File: config.mk
export PLATFORM = sky130hd
export DESIGN_NAME = reg_wb_queue
export DESIGN_NICKNAME = d
export VERILOG_FILES = /design/src/rtl/reg_wb_queue.sv
export SDC_FILE = /design/constraint.sdc
export NUM_CORES = 1
export LEC_CHECK = 0
export BUFFER_PORTS_ARGS = -buffer_cell sky130_fd_sc_hd__buf_2
export CAP_MARGIN = 20
export CORE_ASPECT_RATIO = 1.25
export CORE_MARGIN = 4
export CORE_UTILIZATION = 23
export DETAILED_ROUTE_END_ITERATION = 12
export PLACE_DENSITY_LB_ADDON = 0.12
export RECOVER_POWER = 100
export SLEW_MARGIN = 10
export SYNTH_ARGS = -nofsm -noshare
export SYNTH_HDL_FRONTEND = slang
export SYNTH_SLANG_ARGS = --single-unit
File: constraint.sdc
create_clock -name clk -period 4.78 [get_ports clk]
set_input_delay 0.239 -clock clk [delete_from_list [all_inputs] [get_ports clk]]
set_output_delay 0.239 -clock clk [all_outputs]
set_load 0.05 [all_outputs]
File: src/rtl/reg_wb_queue.sv
// In-order write-back queue between the execute units and the register-file write port.
// Also provides two youngest-match lookup ports so decode can forward queued values.
module reg_wb_queue #(
    parameter int DEPTH = 4,
    parameter int PTR_W = 2
) (
    input  logic             clk,
    input  logic             rst_n,
    input  logic             in_op,
    input  logic [4:0]       in_reg_idx,
    input  logic [31:0]      in_reg_val,
    output logic             in_ready,
    output logic             out_op,
    output logic [4:0]       out_reg_idx,
    output logic [31:0]      out_reg_val,
    input  logic             out_ready,
    input  logic [4:0]       lookup_idx0,
    output logic             lookup_hit0,
    output logic [31:0]      lookup_val0,
    input  logic [4:0]       lookup_idx1,
    output logic             lookup_hit1,
    output logic [31:0]      lookup_val1,
    output logic [PTR_W:0]   count
);

    localparam logic [PTR_W:0] FULL_CNT = (PTR_W + 1)'(DEPTH);

    logic [PTR_W-1:0] wr_ptr_r;
    logic [PTR_W-1:0] rd_ptr_r;
    logic [PTR_W:0]   count_r;
    logic [DEPTH-1:0] valid_r;
    logic [4:0]       idx_r [DEPTH];
    logic [31:0]      val_r [DEPTH];
    logic             push_s;
    logic             pop_s;
    logic [32:0]      look0_s;
    logic [32:0]      look1_s;

    // Walk from oldest (rd_ptr) to youngest so the last match seen is the youngest one.
    function automatic logic [32:0] lookup_fn(input logic [4:0] key);
        logic [32:0]      res;
        logic [PTR_W-1:0] slot;
        res = 33'd0;
        if (key != 5'd0) begin
            for (int k = 0; k < DEPTH; k++) begin
                slot = rd_ptr_r + PTR_W'(k);
                if (valid_r[slot] && (idx_r[slot] == key)) begin
                    res = {1'b1, val_r[slot]};
                end
            end
        end
        return res;
    endfunction

    // Handshake decode; a full queue refuses pushes even while it pops.
    always_comb begin
        in_ready = (count_r != FULL_CNT);
        out_op   = (count_r != {(PTR_W + 1){1'b0}});
        push_s   = in_op && in_ready && (in_reg_idx != 5'd0);
        pop_s    = out_op && out_ready;
        count    = count_r;
    end

    // Head entry presented to the register file, zeroed when empty.
    always_comb begin
        out_reg_idx = 5'd0;
        out_reg_val = 32'd0;
        if (out_op) begin
            out_reg_idx = idx_r[rd_ptr_r];
            out_reg_val = val_r[rd_ptr_r];
        end else begin
            out_reg_idx = 5'd0;
            out_reg_val = 32'd0;
        end
    end

    // Forwarding lookups for both decode read ports.
    always_comb begin
        look0_s     = lookup_fn(lookup_idx0);
        look1_s     = lookup_fn(lookup_idx1);
        lookup_hit0 = look0_s[32];
        lookup_val0 = look0_s[31:0];
        lookup_hit1 = look1_s[32];
        lookup_val1 = look1_s[31:0];
    end

    // Pointer, occupancy and valid-bit state.
    always_ff @(posedge clk or negedge rst_n) begin
        if (!rst_n) begin
            wr_ptr_r <= {PTR_W{1'b0}};
            rd_ptr_r <= {PTR_W{1'b0}};
            count_r  <= {(PTR_W + 1){1'b0}};
            valid_r  <= {DEPTH{1'b0}};
        end else begin
            if (push_s) begin
                wr_ptr_r          <= wr_ptr_r + {{(PTR_W - 1){1'b0}}, 1'b1};
                valid_r[wr_ptr_r] <= 1'b1;
            end
            if (pop_s) begin
                rd_ptr_r          <= rd_ptr_r + {{(PTR_W - 1){1'b0}}, 1'b1};
                valid_r[rd_ptr_r] <= 1'b0;
            end
            case ({push_s, pop_s})
                2'b10:   count_r <= count_r + {{PTR_W{1'b0}}, 1'b1};
                2'b01:   count_r <= count_r - {{PTR_W{1'b0}}, 1'b1};
                default: count_r <= count_r;
            endcase
        end
    end

    // Entry payload storage; contents are qualified by valid_r so no reset is needed.
    always_ff @(posedge clk) begin
        if (push_s) begin
            idx_r[wr_ptr_r] <= in_reg_idx;
            val_r[wr_ptr_r] <= in_reg_val;
        end
    end

endmodule

-- Word level (Yosys, flattened, before mapping)
Memory sizes are Yosys's and may differ from the RTL's.
Index checks and enable logic that the tools add are counted.
- memories kept: 2
- input bits: 51
- RAM bits: 148
- output and inout bits: 108
- register bits: 11
- logic and storage cells: 80
- memory list (name ; words ; bits a word ; read ports ; clocked after memory_dff ; write ports ; line ; source):
    val_r ; 4 ; 32 ; 4 ; 0 ; 1 ; 33 ; logic [31:0] val_r [DEPTH];
    idx_r ; 4 ; 5 ; 4 ; 0 ; 1 ; 32 ; logic [4:0] idx_r [DEPTH];
- $lt $le $gt $ge: 7
- add/sub/neg operators: 6
- bitwise logic cells: 3
- mux-type cells: 29
- reduce and logical (&&, ||, !) cells: 18
- equality and inequality tests: 11
- operator list (cell ; count):
    33-bit two-way mux ; 10
    5-bit equality test ; 8
    32-bit two-way mux ; 1
    2-bit by 3-bit less-than comparator with 1-bit output, second input constant ; 5
    5-bit nonzero test ; 3
    1-bit logical AND ; 13
    1-bit binary-select mux with 2-bit select ; 4
    1-bit two-way mux ; 8
    4-bit two-way mux ; 2
    3-bit case mux with 2 select lines ; 1
    5-bit two-way mux ; 1
    2-bit by 1-bit adder with 2-bit output, second input constant ; 2
    2-bit adder, second input constant ; 2
    4-bit AND ; 1
    1-bit demux with 2-bit select ; 2
    2-bit by 1-bit greater-or-equal comparator with 1-bit output, second input constant ; 2
    4-bit inverter ; 1
    4-bit bitwise OR ; 1
    3-bit by 1-bit adder with 3-bit output, second input constant ; 1
    3-bit != test, second input constant ; 1
    3-bit nonzero test ; 1
    3-bit by 1-bit subtractor with 3-bit output, second input constant ; 1
    2-bit by 1-bit equality test with 1-bit output, second input constant ; 1
    2-bit equality test, second input constant ; 1
    2-bit nonzero test ; 1

-- Depth between registers and ports, before layout
- depth in word-level cells: 8
- depth in mapped cells: 19
- mapped depth without buffers: 11

-- Worst setup path before layout
Ideal clock, no wire load.
- path kind: flip-flop to output port
- start: register rd_ptr_r[0]
- end: output port lookup_val1[26]
- path slack: -0.034 ns
- path buffers: 10
- cell stages (with the launch flop): 20
- arrival: 4.575 ns
- path through: dfrtp_1 buf_6 buf_6 buf_6 buf_2 buf_4 buf_2 inv_1 ha_1 buf_2 buf_6 mux4_2 xnor2_1 nand2_1 nor2_1 buf_4 buf_4 mux2i_1 o22a_1 a21oi_1
- longest elaborated chain between the ends: 8
- elaborated cells on any way between the ends: 26
- those cells by class: add/sub: 3; eq/ne: 4; mux: 13; reduce/logical: 4; memory: 2
- RTL lines (item ; line ; source):
    start: declaration ; 29 ; logic [PTR_W-1:0] rd_ptr_r;
    start signal: assignment ; 91 ; rd_ptr_r <= {PTR_W{1'b0}};
    start signal: assignment ; 100 ; rd_ptr_r <= rd_ptr_r + {{(PTR_W - 1){1'b0}}, 1'b1};
    2-bit by 1-bit adder with 2-bit output (tied with other cells) ; 46 ; slot = rd_ptr_r + PTR_W'(k);
    memory read 4 x 5 bit (tied with other cells) ; n/a ;
    5-bit equality test (tied with other cells) ; 47 ; if (valid_r[slot] && (idx_r[slot] == key)) begin
    1-bit logical AND / 33-bit two-way mux (equally long branches) ; 47 ;
    33-bit two-way mux (2 in series) ; 47 ;
    33-bit two-way mux (*) ; 47 ;
    33-bit two-way mux (*) ; 44 ; if (key != 5'd0) begin
    end: declaration ; 22 ; output logic [31:0] lookup_val1,
Mark *: on every way between the ends. The rest lies on a longest branch, timed or not. The select of a mux whose other input is x is not followed.

-- Final worst setup path
- start: register rd_ptr_r[1]
- end: output port lookup_val0[31]
- longest elaborated chain between the ends: 8
- elaborated cells on any way between the ends: 26
- those cells by class: add/sub: 3; eq/ne: 4; mux: 13; reduce/logical: 4; memory: 2
- RTL lines (item ; line ; source):
    2-bit by 1-bit adder with 2-bit output (tied with other cells) ; 46 ;
    memory read 4 x 5 bit (tied with other cells) ; n/a ;
    5-bit equality test (tied with other cells) ; 47 ;
    1-bit logical AND / 33-bit two-way mux (equally long branches) ; 47 ;
    33-bit two-way mux (2 in series) ; 47 ;
    33-bit two-way mux (*) ; 47 ;
    33-bit two-way mux (*) ; 44 ;
    end: declaration ; 19 ; output logic [31:0] lookup_val0,
Marks and branches as above.

==> flow_metrics.tcl <==
set metrics [dict create \
    first_pass_iters 4 \
    final_area_um2 13800 \
    peakVddDrop_v 0.000506 \
    syn_area_um2 11400 \
    cp_cell_sequence "inv_2 -> ha_4 -> mux4_2 -> xor2_1 -> nor4_1 -> nand3_4 -> buf_12 -> a21oi_2 -> clkbuf_2" \
    core_um2 49300 \
    setup_viol 0 \
    crit_type "register to output port" \
    grt_max_degree 79 \
    cts_made_buffers 17 \
    syn_area_per_cell_um2 11.9 \
    drt-total-wl_um 40000 \
    synth_top_family_by_area "multiplexers" \
    critPathTopFamily "simple AND/OR/NAND/NOR gates" \
    placementRows 91 \
    synth_compound_area_share_pct 14.0 \
    drive_gt1_share_pct 30.4 \
    max_freq_ghz 0.220 \
    setup_slack_ns 0.228 \
    ys_seq_area_share_pct 41.3 \
    final_nets 1150 \
    powerDensity_nw_per_um2 799 \
    power_leakage_nw 4.59 \
    ys_types 43 \
    start_kind "register" \
    cp.arrival_ns 4.31 \
    die_h_um 257 \
    dp_slack_ns 0.624 \
    hp-start "in_reg_val[23]" \
    grt.busiest_layer "met2" \
    status "complete, but fails checks" \
    drc 0 \
    crit_required_ns 4.54 \
    place_congestion 0.754 \
    relSlewSlack_pct -82.9 \
    grt-ovfl-total 0 \
    hold_viol_final 0 \
    vias 8548 \
    grt_usage_pct 14.9 \
    numClockSinks 159 \
    grt_use_met1_pct 17.4 \
    drv_cap 4 \
    grt_first_pass_wirelength_um 59500 \
    die_w_um 207 \
    die-area_um2 53300 \
    cts_setup_buffers 0 \
    fin_crit_sh_pct 95.2 \
    worst_pin_slew_ns 2.74 \
    io_pins 159 \
    antenna_found_initial 3 \
    drtIter0Drc 424 \
    rsz0062_at_grt "no" \
    clk_latency_ns 0.45 \
    synthesis.yosys.warnings 0 \
    crit_fanout 36 \
    worst-path-buf-inv 3 \
    cts_tree "built" \
    synthAdderAreaFrac_pct 1.16 \
    met3_usage_pct 2.68 \
    finalPower_mw 11.0 \
    start_util_pct 23.2 \
    ys_seq_elements 159 \
    clk_pin_slew_ns 0.06 \
    io_buffers 158 \
    synth_xor_area_share_pct 3.45 \
    clk_path_buf_depth 2 \
    slowest_delay_ns 0.67 \
    hpwl_um 26700 \
    syn_inst 964 \
    critPathLaunch "rd_ptr_r[1]" \
    area_growth_pct 20.5 \
    fin_skew_ns 0.00922 \
    yosys.area_share.simple_pct 6.81 \
    cp_slowest_cell "dfrtp_4" \
    syn-num-nets 1025 \
    clock-root-buffer "clkbuf_16" \
    viasPerCell 4.87 \
    hp-class "input pin to register" \
    grt_pass1_vias 9116 \
    drv_slew 100 \
    ant_nets 0 \
    wire_per_inst_um 22.8 \
    failed_checks "capacitance limit, slew limit" \
    whs_ns 0.0855 \
    use_met2_pct 27.2 \
    r2r_start "count[0]" \
    htreeDepth 4 \
    dpl_cell_area_um2 13100 \
    synth_mux_area_share_pct 28.6 \
    cp-end-kind "output port" \
    period_needed_ns 4.55 \
]
-- registers in the layout, indices dropped and copies added, names as in the netlist --
register	count
count	3
idx_r	20
rd_ptr_r	2
val_r	128
valid_r	4
wr_ptr_r	2
-- final timing paths --
| check | cells after the start | slack [ns] | end |
|---|---|---|---|
| max | 9 | 0.23 | lookup_val0[31] |
| min | 1 | 0.09 | val_r[2][23] |
| max reg2reg | 6 | 0.53 | val_r[1][17] |
| min reg2reg | 1 | 0.54 | count[2] |
| max in group asynchronous | 2 | 3.86 | rd_ptr_r[1] |
| min in group asynchronous | 2 | 0.36 | count[0] |
-- stage by stage --
step | cells | utilization [%] | setup TNS (ns)
floorplan | 964 | - | -0.133
global placement | 1700 | 26.5 | 0
detailed placement | 1701 | 26.6 | 0
CTS | 1753 | 28.1 | 0
global route | 1754 | 27.9 | 0
finish | 1755 | 27.9 | 0
-- power by group --
part | switching (mW) | internal (mW) | total, mW
registers | 0.222 | 1.87 | 2.09
clock network | 0.584 | 0.748 | 1.33
logic | 4.94 | 2.63 | 7.57
-- synth_stat cells, drive strengths merged --
library cell | instances | area, um^2
nand3 | 7 | 35.0
xor2 | 16 | 140
and3 | 1 | 6.26
nor3 | 6 | 30.0
a2bb2oi | 5 | 43.8
a31oi | 3 | 18.8
mux2i | 98 | 981
nand3b | 1 | 7.51
o221a | 1 | 11.3
fa | 1 | 20.0
a21oi | 91 | 455
clkbuf | 56 | 210
ha | 9 | 113
mux4 | 86 | 1940
o31a | 2 | 17.5
or2 | 3 | 18.8
nor4 | 3 | 25.0
a21bo | 1 | 10.0
mux2 | 31 | 349
edfxtp | 148 | 4440
a31o | 1 | 8.76
o21ba | 1 | 10.0
nand4 | 4 | 25.0
buf | 40 | 275
dfrtp | 11 | 275
nor2 | 43 | 161
a21boi | 1 | 7.51
inv | 12 | 45.0
o21ai | 98 | 498
o22a | 57 | 499
nor2b | 6 | 37.5
xnor2 | 29 | 254
and2 | 33 | 206
o21a | 3 | 22.5
nand2 | 50 | 188
or3 | 6 | 37.5
-- layout make-up --
class                      instances  area, um^2
fill                            5106       35500
clock inverter                    11         109
timing repair buffer             202        1180
clock buffer                      21         460
tap                              651         815
multi-input combinational        697        6430
antenna                            2        5.00
inverter                          12        45.0
sequential                       159        4730
-- metal layers --
metal / part of all wire (%) / vias to the layer above / routed length [um]
met5: 0.032 / - / 13
met1: 42 / 4340 / 16700
li1: - / 3983 / -
met4: 2.8 / 2 / 1110
met3: 3.3 / 57 / 1310
met2: 52 / 166 / 20900
-- what timing repair did --
| action | in CTS | in global routing |
|---|---|---|
| gates resized for setup | 0 | 0 |
| hold buffers | 20 | 0 |
| setup endpoints to repair | 0 | 0 |
| hold endpoints to repair | 86 | 0 |
-- logic make-up (layout without fill, tap and decap cells) --
group	count (synthesis)	after routing
compound gates	264	264
buf+inv	108	246
fa+ha+maj	10	10
other cells	0	2
flops	159	159
xor+xnor	45	45
simple gates	163	163
mux	215	215
-- layout by cell type (no fill, tap or decap), types with 4 or more instances in the layout --
master         instances
a21oi_1               42
a21oi_2               49
a2bb2oi_1              5
and2_0                18
and2_1                15
buf_12                 6
buf_2                 52
buf_4                 10
clkbuf_1              59
clkbuf_16             17
clkbuf_2              55
clkinvlp_4             4
dfrtp_1                9
dlygate4sd3_1         20
edfxtp_1             148
ha_1                   8
inv_1                 11
mux2_1                 4
mux2_2                27
mux2i_1               98
mux4_2                86
nand2_1               48
nand3_1                5
nand4_1                4
nor2_1                42
nor2b_1                6
nor3_1                 6
o21ai_0               95
o22a_1                57
or3_1                  4
xnor2_1               29
xor2_1                16
(Power assumes the default switching activity.)
